--- config.mk ---
export PLATFORM = sky130hd
export DESIGN_NAME = fir_param
export DESIGN_NICKNAME = d
export VERILOG_FILES = /design/src/rtl/fir_pkg.sv /design/src/rtl/fir_coef_bank.sv /design/src/rtl/fir_param.sv
export SDC_FILE = /design/constraint.sdc
export NUM_CORES = 2
export LEC_CHECK = 0
export ABC_AREA = 1
export CAP_MARGIN = 20
export CORE_MARGIN = 4
export CORE_UTILIZATION = 60
export DETAILED_ROUTE_END_ITERATION = 7
export GPL_TIMING_DRIVEN = 0
export HOLD_SLACK_MARGIN = 0.1
export PLACE_DENSITY_LB_ADDON = 0.08
export SYNTH_ARGS = -nofsm -noshare
export SYNTH_HDL_FRONTEND = slang
export SYNTH_SLANG_ARGS = --single-unit
export TNS_END_PERCENT = 1
--- constraint.sdc ---
create_clock -name CLK -period 5.2 [get_ports CLK]
set_input_delay 0.52 -clock CLK [delete_from_list [all_inputs] [get_ports CLK]]
set_output_delay 0.52 -clock CLK [all_outputs]
set_load 0.02 [all_outputs]
--- src/rtl/fir_pkg.sv ---
// Shared defaults and width helpers for the parameterised FIR filter.
package fir_pkg;

  localparam int unsigned FIR_NTAPS = 11;
  localparam int unsigned FIR_DW    = 8;
  localparam int unsigned FIR_CW    = 8;
  localparam int unsigned FIR_SAT   = 1;

  // Accumulator holds NTAPS full-width products without overflow.
  function automatic int unsigned fir_acc_w(input int unsigned ntaps,
                                            input int unsigned dw,
                                            input int unsigned cw);
    return dw + cw + $clog2(ntaps);
  endfunction

  // Q1.(CW-1) coefficients: drop CW-1 fraction bits to return to sample scale.
  function automatic int unsigned fir_shift(input int unsigned cw);
    return cw - 1;
  endfunction

  localparam int unsigned FIR_ACCW  = fir_acc_w(FIR_NTAPS, FIR_DW, FIR_CW);
  localparam int unsigned FIR_SHIFT = fir_shift(FIR_CW);

endpackage

--- src/rtl/fir_coef_bank.sv ---
// Double-buffered coefficient storage: shadow bank written per index,
// active bank loaded from shadow in one cycle on commit (write-first).
module fir_coef_bank
  import fir_pkg::*;
#(
  parameter int unsigned NTAPS = FIR_NTAPS,
  parameter int unsigned CW    = FIR_CW
) (
  input  logic                      i_clk,
  input  logic                      i_rst,
  input  logic                      i_we,
  input  logic [$clog2(NTAPS)-1:0]  i_addr,
  input  logic [CW-1:0]             i_data,
  input  logic                      i_commit,
  output logic [NTAPS*CW-1:0]       o_active
);

  localparam int unsigned AW = $clog2(NTAPS);

  logic [CW-1:0]       r_shadow [NTAPS];
  logic [NTAPS*CW-1:0] r_active;
  logic [NTAPS-1:0]    w_hit;

  // Out-of-range addresses match no tap and are dropped.
  always_comb begin
    w_hit = '0;
    for (int i = 0; i < NTAPS; i++) begin
      w_hit[i] = i_we && (i_addr == AW'(i));
    end
  end

  always_ff @(posedge i_clk) begin
    if (i_rst) begin
      for (int i = 0; i < NTAPS; i++) begin
        r_shadow[i] <= '0;
      end
      r_active <= '0;
    end else begin
      for (int i = 0; i < NTAPS; i++) begin
        if (w_hit[i]) begin
          r_shadow[i] <= i_data;
        end
        if (i_commit) begin
          r_active[i*CW +: CW] <= w_hit[i] ? i_data : r_shadow[i];
        end
      end
    end
  end

  assign o_active = r_active;

endmodule

--- src/rtl/fir_param.sv ---
// Parameterised direct-form FIR: delay line, registered products, registered
// sum, then scaled/saturated-or-wrapped output. Latency 3 cycles, no stalls.
module fir_param
  import fir_pkg::*;
#(
  parameter int unsigned NTAPS = FIR_NTAPS,
  parameter int unsigned DW    = FIR_DW,
  parameter int unsigned CW    = FIR_CW,
  parameter int unsigned SAT   = FIR_SAT
) (
  input  logic                      CLK,
  input  logic                      RST,
  input  logic [DW-1:0]             DIN,
  input  logic                      VIN,
  input  logic                      C_WE,
  input  logic [$clog2(NTAPS)-1:0]  C_ADDR,
  input  logic [CW-1:0]             C_DATA,
  input  logic                      C_COMMIT,
  output logic [DW-1:0]             DOUT,
  output logic                      VOUT,
  output logic                      OVF
);

  localparam int unsigned PW    = DW + CW;
  localparam int unsigned ACCW  = fir_acc_w(NTAPS, DW, CW);
  localparam int unsigned SHIFT = fir_shift(CW);
  localparam int unsigned TW    = ACCW - DW + 1;

  logic [NTAPS*CW-1:0]    w_coef;
  logic signed [CW-1:0]   w_b    [NTAPS];
  logic signed [DW-1:0]   r_x    [NTAPS];
  logic signed [PW-1:0]   r_prod [NTAPS];
  logic signed [ACCW-1:0] r_acc;
  logic signed [ACCW-1:0] w_sum;
  logic signed [ACCW-1:0] w_shift;
  logic [TW-1:0]          w_top;
  logic                   w_ovf;
  logic [DW-1:0]          w_dout;
  logic                   r_v0, r_v1, r_v2;
  logic [DW-1:0]          r_dout;
  logic                   r_vout, r_ovf;

  fir_coef_bank #(
    .NTAPS (NTAPS),
    .CW    (CW)
  ) u_coef_bank (
    .i_clk    (CLK),
    .i_rst    (RST),
    .i_we     (C_WE),
    .i_addr   (C_ADDR),
    .i_data   (C_DATA),
    .i_commit (C_COMMIT),
    .o_active (w_coef)
  );

  always_comb begin
    for (int i = 0; i < NTAPS; i++) begin
      w_b[i] = w_coef[i*CW +: CW];
    end
  end

  // Stage 0: delay line advances only on accepted samples.
  always_ff @(posedge CLK) begin
    if (RST) begin
      for (int i = 0; i < NTAPS; i++) begin
        r_x[i] <= '0;
      end
      r_v0 <= 1'b0;
    end else begin
      r_v0 <= VIN;
      if (VIN) begin
        r_x[0] <= DIN;
        for (int i = 1; i < NTAPS; i++) begin
          r_x[i] <= r_x[i-1];
        end
      end
    end
  end

  // Stage 1: full-width products against the bank active for this sample.
  always_ff @(posedge CLK) begin
    if (RST) begin
      for (int i = 0; i < NTAPS; i++) begin
        r_prod[i] <= '0;
      end
      r_v1 <= 1'b0;
    end else begin
      r_v1 <= r_v0;
      if (r_v0) begin
        for (int i = 0; i < NTAPS; i++) begin
          r_prod[i] <= PW'(w_b[i]) * PW'(r_x[i]);
        end
      end
    end
  end

  always_comb begin
    w_sum = '0;
    for (int i = 0; i < NTAPS; i++) begin
      w_sum = w_sum + ACCW'(r_prod[i]);
    end
  end

  // Stage 2: accumulate.
  always_ff @(posedge CLK) begin
    if (RST) begin
      r_acc <= '0;
      r_v2  <= 1'b0;
    end else begin
      r_v2 <= r_v1;
      if (r_v1) begin
        r_acc <= w_sum;
      end
    end
  end

  // Out of range exactly when the bits above the result are not a sign extension.
  always_comb begin
    w_shift = r_acc >>> SHIFT;
    w_top   = w_shift[ACCW-1:DW-1];
    w_ovf   = !((&w_top) || !(|w_top));
    w_dout  = w_shift[DW-1:0];
    if (SAT != 0 && w_ovf) begin
      w_dout = w_top[TW-1] ? {1'b1, {(DW-1){1'b0}}} : {1'b0, {(DW-1){1'b1}}};
    end
  end

  // Stage 3: output register; DOUT holds between valid samples.
  always_ff @(posedge CLK) begin
    if (RST) begin
      r_dout <= '0;
      r_vout <= 1'b0;
      r_ovf  <= 1'b0;
    end else begin
      r_vout <= r_v2;
      r_ovf  <= r_v2 && w_ovf;
      if (r_v2) begin
        r_dout <= w_dout;
      end
    end
  end

  assign DOUT = r_dout;
  assign VOUT = r_vout;
  assign OVF  = r_ovf;

endmodule

==> flow_summary.html <==
<table>
<tr><th>Metric</th><th>Value</th></tr>
<tr><th colspan="2">Clock tree</th></tr>
<tr><td>Reg clk slew, reported paths</td><td>70 ps</td></tr>
<tr><td>Sinks on Clock Net</td><td>466</td></tr>
<tr><td>Cts-stage hold buffer count</td><td>0</td></tr>
<tr><td>Number of buffers created by CTS</td><td>58</td></tr>
<tr><td>CTS root buf</td><td>sky130_fd_sc_hd__clkbuf_16</td></tr>
<tr><td>TritonCTS clock tree</td><td>built</td></tr>
<tr><td>Maximum buffer depth of the clock tree</td><td>3</td></tr>
<tr><td># H-tree levels</td><td>2</td></tr>
<tr><td>Insertion delay of the later-clocked pin in the worst-skew pair</td><td>630 ps</td></tr>
<tr><th colspan="2">Drt</th></tr>
<tr><td>WL/cell</td><td>19.17 um</td></tr>
<tr><td>Antenna Violating Nets Remaining</td><td>0</td></tr>
<tr><td>Drc violations</td><td>0</td></tr>
<tr><td>Routed Wire Length</td><td>135.9 mm</td></tr>
<tr><td>DRC marker count from the first detailed-route iteration</td><td>3128</td></tr>
<tr><td>Detailed-routing iteration count for the pre-antenna-repair pass</td><td>6</td></tr>
<tr><td>Number of vias per cell after detailed routing</td><td>5.272</td></tr>
<tr><td>Via count</td><td>37375</td></tr>
<tr><th colspan="2">Setup path</th></tr>
<tr><td>Required time reported for the critical path endpoint</td><td>5570 ps</td></tr>
<tr><td>Crit path largest cell delay</td><td>720 ps</td></tr>
<tr><td>Most prevalent standard cell on the critical path</td><td>sky130_fd_sc_hd__fa_1</td></tr>
<tr><td>CP delay by family, top</td><td>adder cells</td></tr>
<tr><td>Cell type of the slowest stage on the worst timing path</td><td>sky130_fd_sc_hd__fa_1</td></tr>
<tr><td>Crit. End Element</td><td>register</td></tr>
<tr><td>Type of the setup path with the least slack</td><td>register to register</td></tr>
<tr><td>Data arrival time of the critical path</td><td>5450 ps</td></tr>
<tr><td>Cell breakdown of the critical path</td><td>clkbuf_1 &gt; nand2_1 &gt; fa_1 &gt; inv_1 &gt; fa_1 &gt; fa_1 &gt; fa_1 &gt; ha_1 &gt; inv_1 &gt; nor3_1 &gt; nand3_1 &gt; nand3_1 &gt; nand2_1 &gt; a21oi_2</td></tr>
<tr><td>Startpoint of the worst setup timing path</td><td>r_x[4][3]</td></tr>
<tr><td>FF-to-FF Start</td><td>r_x[4][3]</td></tr>
<tr><td>Crit path buf inv count</td><td>3</td></tr>
<tr><td>Startpoint type of the worst setup path</td><td>register</td></tr>
<tr><td>Largest driver fanout on the critical path</td><td>9</td></tr>
<tr><th colspan="2">Synthesis</th></tr>
<tr><td>Netlist Area Pre-Place</td><td>0.05008 sq mm</td></tr>
<tr><td>Proportion of register bits with asynchronous set or reset after synthesis</td><td>0%</td></tr>
<tr><td>Number of enable-type register cells in the synthesized netlist</td><td>336</td></tr>
<tr><td>Syn_area_per_cell</td><td>8.536 sq um</td></tr>
<tr><td>Total nets after synthesis</td><td>6985</td></tr>
<tr><td>Gate count after technology mapping</td><td>5867</td></tr>
<tr><td>Yosys warning total</td><td>0</td></tr>
<tr><td>Register bit count reported by yosys</td><td>466</td></tr>
<tr><td>Netlist cell types</td><td>48</td></tr>
<tr><td>Primary FF master, synth</td><td>sky130_fd_sc_hd__edfxtp_1</td></tr>
<tr><td>Sequential cell area fraction in the yosys report</td><td>25.34%</td></tr>
<tr><th colspan="2">Floorplan</th></tr>
<tr><td>Y dimension of the die</td><td>296.9 um</td></tr>
<tr><td>Initial cell density of the core</td><td>60.80%</td></tr>
<tr><td>Horizontal extent of the die</td><td>296.9 um</td></tr>
<tr><td>Number of standard-cell rows in the floorplan</td><td>105</td></tr>
<tr><td>Die footprint</td><td>0.08815 sq mm</td></tr>
<tr><td>I/O pin count</td><td>35</td></tr>
<tr><td>Placeable Area</td><td>0.08237 sq mm</td></tr>
<tr><th colspan="2">STA</th></tr>
<tr><td>Crit path setup slack, layout</td><td>124.3 ps</td></tr>
<tr><td>Worst slew margin relative to its limit</td><td>20.01%</td></tr>
<tr><td>Final slew viol count</td><td>0</td></tr>
<tr><td>Period minus WS final</td><td>5076 ps</td></tr>
<tr><td>Tightest Pin Transition</td><td>1200 ps</td></tr>
<tr><td>Final period util</td><td>97.61%</td></tr>
<tr><td>Max Clock Freq</td><td>197.0 MHz</td></tr>
<tr><td>Hold Vio Cnt, Final</td><td>0</td></tr>
<tr><td>Final Setup Violations</td><td>0</td></tr>
<tr><td>Setup repair after global routing missed its margin</td><td>false</td></tr>
<tr><td>Worst Clk Skew</td><td>28.98 ps</td></tr>
<tr><td>Worst slack on hold paths</td><td>450.6 ps</td></tr>
<tr><th colspan="2">Power</th></tr>
<tr><td>Total leakage power</td><td>27.59 nW</td></tr>
<tr><td>Sum of internal, switching and leakage power</td><td>0.02024 W</td></tr>
<tr><td>Areal power density over the cells</td><td>375.7 mW/mm^2</td></tr>
<tr><td>Highest ir drop seen on vdd</td><td>0.6134 mV</td></tr>
<tr><th colspan="2">Finish</th></tr>
<tr><td>Fin cells</td><td>7090</td></tr>
<tr><td>Final net count</td><td>7086</td></tr>
<tr><td>Layout cells sized above 1</td><td>3.457%</td></tr>
<tr><td>Most common library cell in the layout ignoring fill and taps</td><td>sky130_fd_sc_hd__inv_1</td></tr>
<tr><td>Final non-filler cell area</td><td>0.05387 sq mm</td></tr>
<tr><td>Area growth from synthesis to layout</td><td>7.578%</td></tr>
<tr><td>Commonest cells after routing, fill and taps aside</td><td>sky130_fd_sc_hd__inv_1, sky130_fd_sc_hd__nand2_1, sky130_fd_sc_hd__fa_1, sky130_fd_sc_hd__nor2_1, sky130_fd_sc_hd__ha_1</td></tr>
<tr><th colspan="2">Run</th></tr>
<tr><td># Max-Cap Violations</td><td>0</td></tr>
<tr><th colspan="2">Outcome</th></tr>
<tr><td>Result of the run</td><td>finished, final reports clean</td></tr>
<tr><th colspan="2">Global routing</th></tr>
<tr><td>Global routing usage summed across all routing layers</td><td>31.55%</td></tr>
<tr><td>Number of antenna violations at the first check in global routing</td><td>6</td></tr>
<tr><td>Largest net degree at the start of global routing</td><td>115</td></tr>
<tr><td>Via count of the first global-routing pass</td><td>38079</td></tr>
<tr><td>First-pass GRT wire length</td><td>213.5 mm</td></tr>
<tr><td>Grt ovf</td><td>0</td></tr>
<tr><th colspan="2">Worst hold path</th></tr>
<tr><td>Hold path start</td><td>C_COMMIT</td></tr>
<tr><td>Worst min path class</td><td>input port to register</td></tr>
<tr><th colspan="2">Place</th></tr>
<tr><td>Cell area after placement</td><td>0.05190 sq mm</td></tr>
<tr><td>Weighted congestion reported at the end of routability-driven placement</td><td>0.9471</td></tr>
<tr><td>HPWL reported at the end of detailed placement</td><td>110.6 mm</td></tr>
<tr><td>Pre-CTS setup slack</td><td>50.02 ps</td></tr>
<tr><td>Input/output buffers</td><td>33</td></tr>
<tr><td>Cells after DPL</td><td>6976</td></tr>
</table>
[state kept, by name (all words and copies together), names as in the netlist, 8 cells and up]
signal and cells:
DOUT 8, r_acc 13, r_prod 176, r_x 88, u_coef_bank.o_active 88, u_coef_bank.r_shadow 88
[final cells by class]
cell class	count	area (sq um)
plain buffers	233	910.9
well taps	1070	1339
flip-flops and latches	466	12690
inverters	1741	6535
multi-input cells	3427	29970
clock inverters	36	325.3
clock buffers	73	1615
diodes	3	7.507
repair buffers	41	475.5
fillers	7052	28500
[Yosys cell counts, types with 5 or more instances]
| library cell | count | area, sq um |
|---|---|---|
| sky130_fd_sc_hd__a211oi_1 | 6 | 45.04 |
| sky130_fd_sc_hd__a21o_1 | 17 | 127.6 |
| sky130_fd_sc_hd__a21oi_1 | 262 | 1311 |
| sky130_fd_sc_hd__a31oi_1 | 44 | 275.3 |
| sky130_fd_sc_hd__buf_2 | 7 | 35.03 |
| sky130_fd_sc_hd__clkbuf_1 | 220 | 825.8 |
| sky130_fd_sc_hd__dfxtp_1 | 130 | 2603 |
| sky130_fd_sc_hd__edfxtp_1 | 336 | 10090 |
| sky130_fd_sc_hd__fa_1 | 753 | 15070 |
| sky130_fd_sc_hd__ha_1 | 340 | 4254 |
| sky130_fd_sc_hd__inv_1 | 1725 | 6475 |
| sky130_fd_sc_hd__inv_2 | 14 | 52.55 |
| sky130_fd_sc_hd__nand2_1 | 1015 | 3810 |
| sky130_fd_sc_hd__nand3_1 | 96 | 480.5 |
| sky130_fd_sc_hd__nand4_1 | 13 | 81.33 |
| sky130_fd_sc_hd__nor2_1 | 400 | 1501 |
| sky130_fd_sc_hd__nor2_2 | 5 | 31.28 |
| sky130_fd_sc_hd__nor3_1 | 31 | 155.2 |
| sky130_fd_sc_hd__o21ai_0 | 237 | 1186 |
| sky130_fd_sc_hd__o21bai_1 | 22 | 165.2 |
| sky130_fd_sc_hd__o22ai_1 | 6 | 37.54 |
| sky130_fd_sc_hd__o31ai_1 | 10 | 75.07 |
| sky130_fd_sc_hd__or2_2 | 50 | 312.8 |
| sky130_fd_sc_hd__xnor2_1 | 49 | 429.2 |
| sky130_fd_sc_hd__xor2_1 | 30 | 262.8 |
[per-stage QoR]
stage                     util, %  TNS (ps)
final                       65.40         0
after global routing        65.39         0
after CTS                   65.36         0
after detailed placement    63.01         0
after global placement      62.83   -491180
after floorplan                 -         0
[repair_timing]
item,in CTS,in global routing
resized for setup,0,5
setup buffers,0,0
endpoints found under the setup margin,0,3
[where the power goes]
group	switching, W	internal (W)	leakage [nW]
registers	0.000153	0.00430	4.61
logic	0.00736	0.00430	22.0
clock network	0.00175	0.00237	0.952
[path summary, 6_finish.rpt]
| path | cells past startpoint | slack (ps) | end |
|---|---|---|---|
| worst max-delay path | 14 | 120 | r_prod[4][15] |
| worst max register to register | 14 | 120 | r_prod[4][15] |
| worst min-delay path | 3 | 450 | u_coef_bank.o_active[38] |
| worst min register to register | 2 | 460 | DOUT[7] |
[kinds of logic after synthesis]
group	share of synthesized area, %
buffers and inverters	14.86
and+or+nand+nor	13.00
xor gates and xnor gates	1.382
muxes	0.06745
adders and majority gates	38.60
DFF	25.34
AOI/OAI and AO/OA	6.751
[worst min-delay path, cell delays in order]
cell	delay, ps
sky130_fd_sc_hd__clkbuf_1	220
sky130_fd_sc_hd__o21ai_0	220
sky130_fd_sc_hd__a21oi_1	50
[routing by layer]
layer	track usage [%]	wire, um	vias up
li1	-	-	17547
met4	15.08	7874	4
met5	0.6494	92	-
met1	41.04	52980	18224
met2	51.70	63260	1337
met3	5.558	11710	263
(Power assumes the default switching activity.)
